File: config.mk
export PLATFORM = sky130hd
export DESIGN_NAME = risc_lram_arb
export DESIGN_NICKNAME = d
export VERILOG_FILES = /design/src/rtl/risc_lram_arb_pkg.sv /design/src/rtl/risc_lram_starve.sv /design/src/rtl/risc_lram_arb.sv
export SDC_FILE = /design/constraint.sdc
export NUM_CORES = 1
export LEC_CHECK = 0
export ABC_AREA = 1
export ABC_CLOCK_PERIOD_IN_PS = 3370
export BUFFER_PORTS_ARGS = -buffer_cell sky130_fd_sc_hd__buf_4
export CORE_AREA = 2 2 84 86
export CTS_CLUSTER_DIAMETER = 50
export DETAILED_ROUTE_END_ITERATION = 12
export DIE_AREA = 0 0 86 88
export GPL_ROUTABILITY_DRIVEN = 0
export PLACE_DENSITY = 0.54
export SLEW_MARGIN = 20
export SYNTH_ARGS = -nofsm -noshare
export SYNTH_HDL_FRONTEND = slang
export SYNTH_SLANG_ARGS = --single-unit
File: constraint.sdc
create_clock -name sys_clk -period 3.37 [get_ports sys_clk]
set_clock_uncertainty 0.1 [all_clocks]
set_input_delay 0.674 -clock sys_clk [delete_from_list [all_inputs] [get_ports sys_clk]]
set_output_delay 0.674 -clock sys_clk [all_outputs]
set_load 0.02 [all_outputs]
File: src/rtl/risc_lram_arb_pkg.sv
//------------------------------------------------------------------------------
// risc_lram_arb_pkg: shared owner/state encodings for the local SRAM arbiter
// Rev 1.0
//------------------------------------------------------------------------------
`default_nettype none

package risc_lram_arb_pkg;

  localparam int STARVE_MAX_DEFAULT = 4;

  typedef logic [1:0] owner_t;

  localparam owner_t OWN_NONE = 2'd0;
  localparam owner_t OWN_EXT  = 2'd1;
  localparam owner_t OWN_LS   = 2'd2;
  localparam owner_t OWN_PF   = 2'd3;

  typedef enum logic [0:0] {
    ST_ARB    = 1'b0,
    ST_LOCKED = 1'b1
  } arb_state_t;

  function automatic int cnt_width(input int max_val);
    return (max_val < 1) ? 1 : $clog2(max_val + 1);
  endfunction

endpackage

`default_nettype wire

File: src/rtl/risc_lram_starve.sv
//------------------------------------------------------------------------------
// risc_lram_starve: saturating count of denied prefetch cycles, force at MAX
// Rev 1.0
//------------------------------------------------------------------------------
`default_nettype none

module risc_lram_starve
  import risc_lram_arb_pkg::*;
#(
  parameter int MAX = STARVE_MAX_DEFAULT
) (
  input  logic clk,
  input  logic reset,
  input  logic pf_req,
  input  logic pf_gnt,
  input  logic hold,
  output logic force_pf
);

  localparam int             CW      = cnt_width(MAX);
  localparam logic [CW-1:0]  CNT_MAX = CW'(MAX);

  logic [CW-1:0] cnt;

  // While the external requester holds the lock the count is frozen, so a
  // prefetch that was close to starving keeps its place after the burst.
  always_ff @(posedge clk) begin
    if (reset) begin
      cnt <= '0;
    end else if (!hold) begin
      if (pf_gnt || !pf_req) begin
        cnt <= '0;
      end else if (cnt != CNT_MAX) begin
        cnt <= cnt + 1'b1;
      end
    end
  end

  assign force_pf = (cnt == CNT_MAX);

endmodule

`default_nettype wire

File: src/rtl/risc_lram_arb.sv
//------------------------------------------------------------------------------
// risc_lram_arb: local SRAM arbiter for external bus, load/store and prefetch
// Rev 1.0
//------------------------------------------------------------------------------
`default_nettype none

module risc_lram_arb
  import risc_lram_arb_pkg::*;
#(
  parameter int ADDR_W     = 10,
  parameter int DATA_W     = 32,
  parameter int STARVE_MAX = STARVE_MAX_DEFAULT
) (
  input  logic              sys_clk,
  input  logic              reset,
  input  logic              ext_req,
  input  logic              ext_lock,
  input  logic              ext_we,
  input  logic [ADDR_W-1:0] ext_addr,
  input  logic [DATA_W-1:0] ext_wdata,
  input  logic              ls_req,
  input  logic              ls_we,
  input  logic [ADDR_W-1:0] ls_addr,
  input  logic [DATA_W-1:0] ls_wdata,
  input  logic              pf_req,
  input  logic [ADDR_W-1:0] pf_addr,
  input  logic [DATA_W-1:0] ram_rdata,
  output logic              ext_gnt,
  output logic              ls_gnt,
  output logic              pf_gnt,
  output logic              ext_rvalid,
  output logic              ls_rvalid,
  output logic              pf_rvalid,
  output logic [DATA_W-1:0] rdata,
  output logic              ram_cs,
  output logic              ram_we,
  output logic [ADDR_W-1:0] ram_addr,
  output logic [DATA_W-1:0] ram_wdata,
  output logic              ls_wait,
  output logic              locked
);

  arb_state_t state;
  arb_state_t state_nxt;
  owner_t     rd_own;
  owner_t     rd_own_nxt;
  logic       force_pf;

  risc_lram_starve #(
    .MAX (STARVE_MAX)
  ) u_starve (
    .clk      (sys_clk),
    .reset    (reset),
    .pf_req   (pf_req),
    .pf_gnt   (pf_gnt),
    .hold     (state == ST_LOCKED),
    .force_pf (force_pf)
  );

  always_ff @(posedge sys_clk) begin
    if (reset) begin
      state <= ST_ARB;
    end else begin
      state <= state_nxt;
    end
  end

  always_comb begin
    state_nxt = state;
    ext_gnt   = 1'b0;
    ls_gnt    = 1'b0;
    pf_gnt    = 1'b0;
    if (!reset) begin
      case (state)
        ST_ARB: begin
          if (ext_req) begin
            ext_gnt = 1'b1;
          end else if (pf_req && force_pf) begin
            pf_gnt = 1'b1;
          end else if (ls_req) begin
            ls_gnt = 1'b1;
          end else if (pf_req) begin
            pf_gnt = 1'b1;
          end
          if (ext_gnt && ext_lock) begin
            state_nxt = ST_LOCKED;
          end
        end
        ST_LOCKED: begin
          // The release cycle still belongs to the external requester.
          ext_gnt = ext_req;
          if (!ext_lock) begin
            state_nxt = ST_ARB;
          end
        end
        default: begin
          state_nxt = ST_ARB;
        end
      endcase
    end
  end

  always_comb begin
    ram_we     = 1'b0;
    ram_addr   = '0;
    ram_wdata  = '0;
    rd_own_nxt = OWN_NONE;
    if (ext_gnt) begin
      ram_we    = ext_we;
      ram_addr  = ext_addr;
      ram_wdata = ext_wdata;
      if (!ext_we) begin
        rd_own_nxt = OWN_EXT;
      end
    end else if (ls_gnt) begin
      ram_we    = ls_we;
      ram_addr  = ls_addr;
      ram_wdata = ls_wdata;
      if (!ls_we) begin
        rd_own_nxt = OWN_LS;
      end
    end else if (pf_gnt) begin
      ram_addr   = pf_addr;
      rd_own_nxt = OWN_PF;
    end
  end

  assign ram_cs = ext_gnt | ls_gnt | pf_gnt;

  always_ff @(posedge sys_clk) begin
    if (reset) begin
      rd_own <= OWN_NONE;
    end else begin
      rd_own <= rd_own_nxt;
    end
  end

  // Gated with reset so a read issued just before reset never reports valid.
  assign ext_rvalid = (rd_own == OWN_EXT) & ~reset;
  assign ls_rvalid  = (rd_own == OWN_LS)  & ~reset;
  assign pf_rvalid  = (rd_own == OWN_PF)  & ~reset;
  assign rdata      = ram_rdata;

  assign ls_wait = ls_req & ~ls_gnt;
  assign locked  = (state == ST_LOCKED);

`ifndef SYNTHESIS
  a_gnt_onehot : assert property (@(posedge sys_clk) $onehot0({ext_gnt, ls_gnt, pf_gnt}));
  a_locked_excl : assert property (@(posedge sys_clk) locked |-> !(ls_gnt || pf_gnt));
`endif

endmodule

`default_nettype wire
; ---- Word-level counts from Yosys, hierarchy flattened
; Cells that the tools add are included.
; W data, S select, Z words.
[word_totals]
elab_cells = 57
reg_bits = 6
romBits = 0
ram_bits = 0
output_inout_bits = 84
latchBits = 0
memories = 0
[classes]
mux = 33
bitwise_logic = 9
order_cmp = 0
shifts = 0
n_mul = 0
addsub = 1
eq_ne = 5
div_mod_pow = 0
reduce_logical = 6
[ops]
columns = operator, count
row1 = $mux W32, 2
row2 = $mux W10, 3
row3 = $mux W1, 20
row4 = $mux W2, 4
row5 = $mux W3, 2
row6 = $and A1 B1 Y1, 4
row7 = $eq A2 B2 Y1 const B, 2
row8 = $pmux W1 S2, 2
row9 = $add A3 B1 Y3 const B, 1
row10 = $eq A3 B3 Y1 const B, 1
row11 = $ne A3 B3 Y1 const B, 1
row12 = $not A1 Y1, 3
row13 = $eq A2 B1 Y1 const B, 1
row14 = $logic_and A1 B1 Y1, 2
row15 = $or A1 B1 Y1, 2
row16 = $reduce_and A2 Y1, 1
row17 = $reduce_bool A2 Y1, 1
row18 = $logic_not A1 Y1, 1
row19 = $logic_or A1 B1 Y1, 1

; ---- Depth between registers and ports, before layout
[logic_depth]
word_depth = 9
ltp_mapped = 9

; ---- Hierarchy
; From an unflattened synthesis, not the netlist that was laid out.
[unflattened]
cells_unflattened = 243
hier_area_um2 = 1310.0
[modules_own_cells]
columns = module, cells_per_inst, instances, area_per_inst_um2
row1 = risc_lram_arb, 213, 1, 1106.1
row2 = risc_lram_starve, 30, 1, 203.9

; ---- Worst setup path before layout
; No wires, ideal clock.
[synth_timing]
path_type = input port to output port
start = input port reset
end = output port ram_addr[0]
stages = 7
slack_ps = 964
path_buffers = 2
t_arrival_ps = 1632
required_time_ps = 2596
cell_sequence = buf_6 > clkinv_4 > nand2_2 > nor3_4 > buf_6 > nand2_1 > nand3_1
[synth_lines]
columns = element, line_no
row1 = start: declaration, risc_lram_arb.sv:15  ; input logic reset,
row2 = $mux W1, risc_lram_arb.sv:73  ; if (!reset) begin
row3 = via ls_gnt, risc_lram_arb.sv:29  ; output logic ls_gnt,
row4 = $mux W10, risc_lram_arb.sv:115  ; end else if (ls_gnt) begin
row5 = $mux W10, risc_lram_arb.sv:108  ; if (ext_gnt) begin
row6 = end: declaration, risc_lram_arb.sv:37  ; output logic [ADDR_W-1:0] ram_addr,
; The timed path passes the listed nets, and every way through them passes these cells.

; ---- Final worst setup path
[layout_timing]
start = input port ext_req
end = output port ram_addr[9]
[layout_between]
elab_chain_len = 6
[layout_rtl]
columns = element, line_no
row1 = start: declaration, risc_lram_arb.sv:16  ; input logic ext_req,
row2 = $mux W1, risc_lram_arb.sv:76  ; if (ext_req) begin
row3 = $mux W1, risc_lram_arb.sv:74  ; case (state)
row4 = $mux W1, risc_lram_arb.sv:73
row5 = $pmux W1 S2 / $mux W10 (equally long branches), "risc_lram_arb.sv:74, risc_lram_arb.sv:122"
row6 = $mux W1 / $mux W10 (equally long branches), "risc_lram_arb.sv:73, risc_lram_arb.sv:115"
row7 = $mux W10 (*), risc_lram_arb.sv:108
; Mark *: on every way between the ends. The rest lies on a longest branch, timed or not. The select of a mux whose other input is x is not followed.

==> impl_metrics.prom <==
# TYPE chip_impl_metric gauge
chip_impl_metric{name="die_x",unit="µm"} 86
chip_impl_metric{name="leakage_component_of_the_power",unit="nW"} 1.17
chip_impl_metric{name="number_of_flops_mapped_to_enable_cells_by_yosys",unit=""} 0
chip_impl_metric{name="switch_share",unit="%"} 33.9
chip_impl_metric{name="finalHoldViolCount",unit=""} 0
chip_impl_info{name="ys_top_cells_by_area",value="sky130_fd_sc_hd__a22o_1, sky130_fd_sc_hd__buf_4, sky130_fd_sc_hd__nand2_1, sky130_fd_sc_hd__dfxtp_1, sky130_fd_sc_hd__nand3_1"} 1
chip_impl_metric{name="synthDistinctLibCells",unit=""} 20
chip_impl_metric{name="dp_hpwl",unit="µm"} 4080
chip_impl_metric{name="routed-via-count",unit=""} 1593
chip_impl_metric{name="placementRows",unit=""} 30
chip_impl_metric{name="grt_pass1_wl",unit="µm"} 6440
chip_impl_metric{name="fp.coreArea",unit="µm²"} 6640
chip_impl_metric{name="first_pass_iters",unit=""} 4
chip_impl_metric{name="clock_tree.buffer_depth",unit=""} 2
chip_impl_metric{name="synth_area",unit="µm²"} 1140
chip_impl_metric{name="final_max_slew_viol_count",unit=""} 0
chip_impl_metric{name="synth-async-reset-ratio",unit="%"} 0
chip_impl_info{name="outcome",value="complete, no violations"} 1
chip_impl_metric{name="max_cap_violations",unit=""} 0
chip_impl_metric{name="finalCritPeriodShare",unit="%"} 78.3
chip_impl_info{name="startpoint_type",value="input pin"} 1
chip_impl_metric{name="number_of_antenna_violations_at_the_first_check_in_global_routing",unit=""} 0
chip_impl_metric{name="arrival",unit="ns"} 1.87
chip_impl_metric{name="viasPerCell",unit=""} 4.33
chip_impl_info{name="cts.root.buffer_cell",value="sky130_fd_sc_hd__clkbuf_8"} 1
chip_impl_metric{name="yosys_warnings",unit=""} 0
chip_impl_metric{name="grt_usage",unit="%"} 10.6
chip_impl_metric{name="final_critical_delay_including_setup_and_external_delays",unit="ns"} 2.64
chip_impl_metric{name="fmaxAchievable",unit="MHz"} 379
chip_impl_metric{name="ir_drop",unit="µV"} 101
chip_impl_metric{name="cts_resized",unit=""} 0
chip_impl_metric{name="tightest_slew",unit="ns"} 0.439
chip_impl_metric{name="die_area",unit="µm²"} 7570
chip_impl_metric{name="placement.cell_area",unit="µm²"} 2110
chip_impl_metric{name="total_global_routing_overflow",unit=""} 0
chip_impl_info{name="ys.flop_type",value="sky130_fd_sc_hd__dfxtp_1"} 1
chip_impl_metric{name="comb_power_share",unit="%"} 58.9
chip_impl_metric{name="floorplan.io_pins",unit=""} 218
chip_impl_info{name="synthDominantAreaCellType",value="sky130_fd_sc_hd__a22o_1"} 1
chip_impl_metric{name="yosys_register_bits",unit=""} 6
chip_impl_metric{name="worstSkewPairLatency",unit="ns"} 0.23
chip_impl_metric{name="power_report.internal_total",unit="µW"} 301
chip_impl_metric{name="final_wirelength",unit="µm"} 4770
chip_impl_metric{name="largest_net_degree_at_the_start_of_global_routing",unit=""} 32
chip_impl_metric{name="p_sw",unit="µW"} 154
chip_impl_metric{name="synth_cells",unit=""} 171
chip_impl_info{name="critical_path_class",value="in -> out"} 1
chip_impl_metric{name="antenna_cells_inserted",unit=""} 0
chip_impl_metric{name="cts_post_setup_buffers_inserted",unit=""} 0
chip_impl_metric{name="cts_sinks",unit=""} 6
chip_impl_info{name="worst_hold_check_path_type",value="reg -> reg"} 1
chip_impl_metric{name="fin_nets",unit=""} 426
chip_impl_info{name="clock_tree_from_tritoncts",value="yes"} 1
chip_impl_metric{name="relSlewSlack",unit="%"} 70.7
chip_impl_metric{name="area_added_between_synthesis_and_finish",unit="%"} 88.4
chip_impl_info{name="rsz0062_at_grt",value="no"} 1
chip_impl_metric{name="worstPathRequired",unit="ns"} 2.60
chip_impl_metric{name="cts_buffers",unit=""} 3
chip_impl_metric{name="initial_detailed_routing_violation_count",unit=""} 20
chip_impl_metric{name="port-buffer-count",unit=""} 153
chip_impl_metric{name="peak_fanout_along_the_critical_path",unit=""} 11
chip_impl_metric{name="design_area",unit="µm²"} 2150
chip_impl_metric{name="setup-violations-final",unit=""} 0
chip_impl_info{name="timing.critical_path.to_type",value="output port"} 1
chip_impl_metric{name="synth_area_per_cell",unit="µm²"} 6.67
chip_impl_metric{name="power-per-cell-area",unit="nW/µm²"} 212
chip_impl_metric{name="hold_buffers",unit=""} 0
chip_impl_metric{name="synth_largest_type_area_fraction",unit="%"} 24.6
chip_impl_metric{name="cts_max_level",unit=""} 1
chip_impl_metric{name="fraction_of_final_layout_cells_sized_beyond_drive_strength_1",unit="%"} 57.3
chip_impl_metric{name="remaining_drc_errors",unit=""} 0
chip_impl_metric{name="synth.net_count",unit=""} 307
chip_impl_metric{name="seq_area_frac_synth",unit="%"} 10.5
chip_impl_metric{name="avgRoutedWirePerCell",unit="µm"} 13.0
chip_impl_metric{name="floorplan.initialDensity",unit="%"} 17.2
chip_impl_metric{name="setup_tns",unit="ns"} 0
chip_impl_metric{name="clk_transition_reported_paths",unit="ns"} 0.03
chip_impl_metric{name="first_global_vias",unit=""} 1432
chip_impl_metric{name="share_clk_of_total_power",unit="%"} 24.1
chip_impl_metric{name="seq_power_share",unit="%"} 17.0
chip_impl_metric{name="drtAntennaViolNets",unit=""} 0
chip_impl_metric{name="die_h",unit="µm"} 88
## state kept, by name, indices dropped and copies added (netlist names)
register,count
locked,1
rd_own,2
u_starve.cnt,3
## per-layer routing
layer  part of all wire (%)  track usage (%)  wire length (µm)
met1                     35             11.9              1690
met2                     52             20.0              2500
met3                     11             2.54               538
met5                      0                0                 0
met4                    1.1             2.31                51
## power groups by stage
stage          sequential, mW  clock (mW)  combinational [mW]
2_1_floorplan          0.0786           0               0.170
3_3_place_gp           0.0784           0               0.269
3_5_place_dp           0.0784           0               0.270
4_1_cts                0.0773       0.112               0.271
5_1_grt                0.0777       0.119               0.287
6_report               0.0774       0.110               0.268
## kinds of logic after synthesis
family | share of synthesized area [%]
xor gates and xnor gates | 0.768
AOI/OAI and AO/OA | 27.6
adders and majority gates | 2.19
DFF | 10.5
buffers and inverters | 32.9
and+or+nand+nor | 26.0
## path summary, 6_finish.rpt
path	start	to	slack, ns	cells after the start
worst max-delay path	ext_req	ram_addr[9]	0.73	9
worst min-delay path	u_starve.cnt[1]	u_starve.cnt[1]	0.39	2
worst max register to register	u_starve.cnt[0]	rd_own[1]	1.85	8
worst min register to register	u_starve.cnt[1]	u_starve.cnt[1]	0.39	2
## placed cells by master, fill, tap and decap left out
master / netlist / layout
sky130_fd_sc_hd__a21oi_1: 4 / 4
sky130_fd_sc_hd__a22o_1: 32 / 32
sky130_fd_sc_hd__xor2_1: 1 / 1
sky130_fd_sc_hd__nand2_2: 1 / 1
sky130_fd_sc_hd__inv_1: 11 / 11
sky130_fd_sc_hd__o21ai_1: 1 / 1
sky130_fd_sc_hd__o21ai_0: 2 / 2
sky130_fd_sc_hd__dfxtp_1: 6 / 6
sky130_fd_sc_hd__nor2_1: 4 / 4
sky130_fd_sc_hd__ha_1: 2 / 2
sky130_fd_sc_hd__inv_2: 1 / 1
sky130_fd_sc_hd__nor3_1: 3 / 3
sky130_fd_sc_hd__nor2_2: 2 / 1
sky130_fd_sc_hd__nand2_1: 43 / 43
sky130_fd_sc_hd__nand3_1: 14 / 14
sky130_fd_sc_hd__buf_4: 32 / 155
sky130_fd_sc_hd__nor2_4: 0 / 1
sky130_fd_sc_hd__buf_12: 0 / 1
sky130_fd_sc_hd__clkbuf_8: 0 / 3
sky130_fd_sc_hd__clkinv_4: 1 / 1
sky130_fd_sc_hd__nor3_4: 1 / 1
## worst max-delay path, cell delays in order
cell	delay, ns
sky130_fd_sc_hd__buf_4	0.12
sky130_fd_sc_hd__inv_2	0.07
sky130_fd_sc_hd__nand2_1	0.05
sky130_fd_sc_hd__nor2_1	0.12
sky130_fd_sc_hd__nand3_1	0.17
sky130_fd_sc_hd__inv_1	0.31
sky130_fd_sc_hd__nand2_1	0.09
sky130_fd_sc_hd__nand3_1	0.11
sky130_fd_sc_hd__buf_4	0.15
## final cells by class
class                   instances  area (µm²)
clock buffers                   3        41.3
fillers                       720        4490
inverters                      13        53.8
repair buffers                156        1180
multi-input cells             110         651
well taps                      80         100
flip-flops and latches          6         120
## synthesized netlist by cell type, types with 3 or more instances
| cell type | number |
|---|---|
| sky130_fd_sc_hd__buf_2 | 5 |
| sky130_fd_sc_hd__a21oi_1 | 4 |
| sky130_fd_sc_hd__nand3_1 | 14 |
| sky130_fd_sc_hd__dfxtp_1 | 6 |
| sky130_fd_sc_hd__buf_6 | 5 |
| sky130_fd_sc_hd__a22o_1 | 32 |
| sky130_fd_sc_hd__nand2_1 | 43 |
| sky130_fd_sc_hd__buf_4 | 32 |
| sky130_fd_sc_hd__nor3_1 | 3 |
| sky130_fd_sc_hd__inv_1 | 11 |
| sky130_fd_sc_hd__nor2_1 | 4 |
## per-stage QoR
stage,worst slack (ns),utilization (%),cells,hold slack [ns],power (mW)
after floorplan,0.964,-,171,0.360,0.249
after global placement,0.757,31.7,365,0.377,0.347
after detailed placement,0.703,31.7,365,0.387,0.349
after CTS,0.703,32.4,368,0.392,0.460
after global routing,0.563,32.4,368,0.434,0.484
final,0.731,32.4,368,0.387,0.455
(Power assumes the default switching activity.)
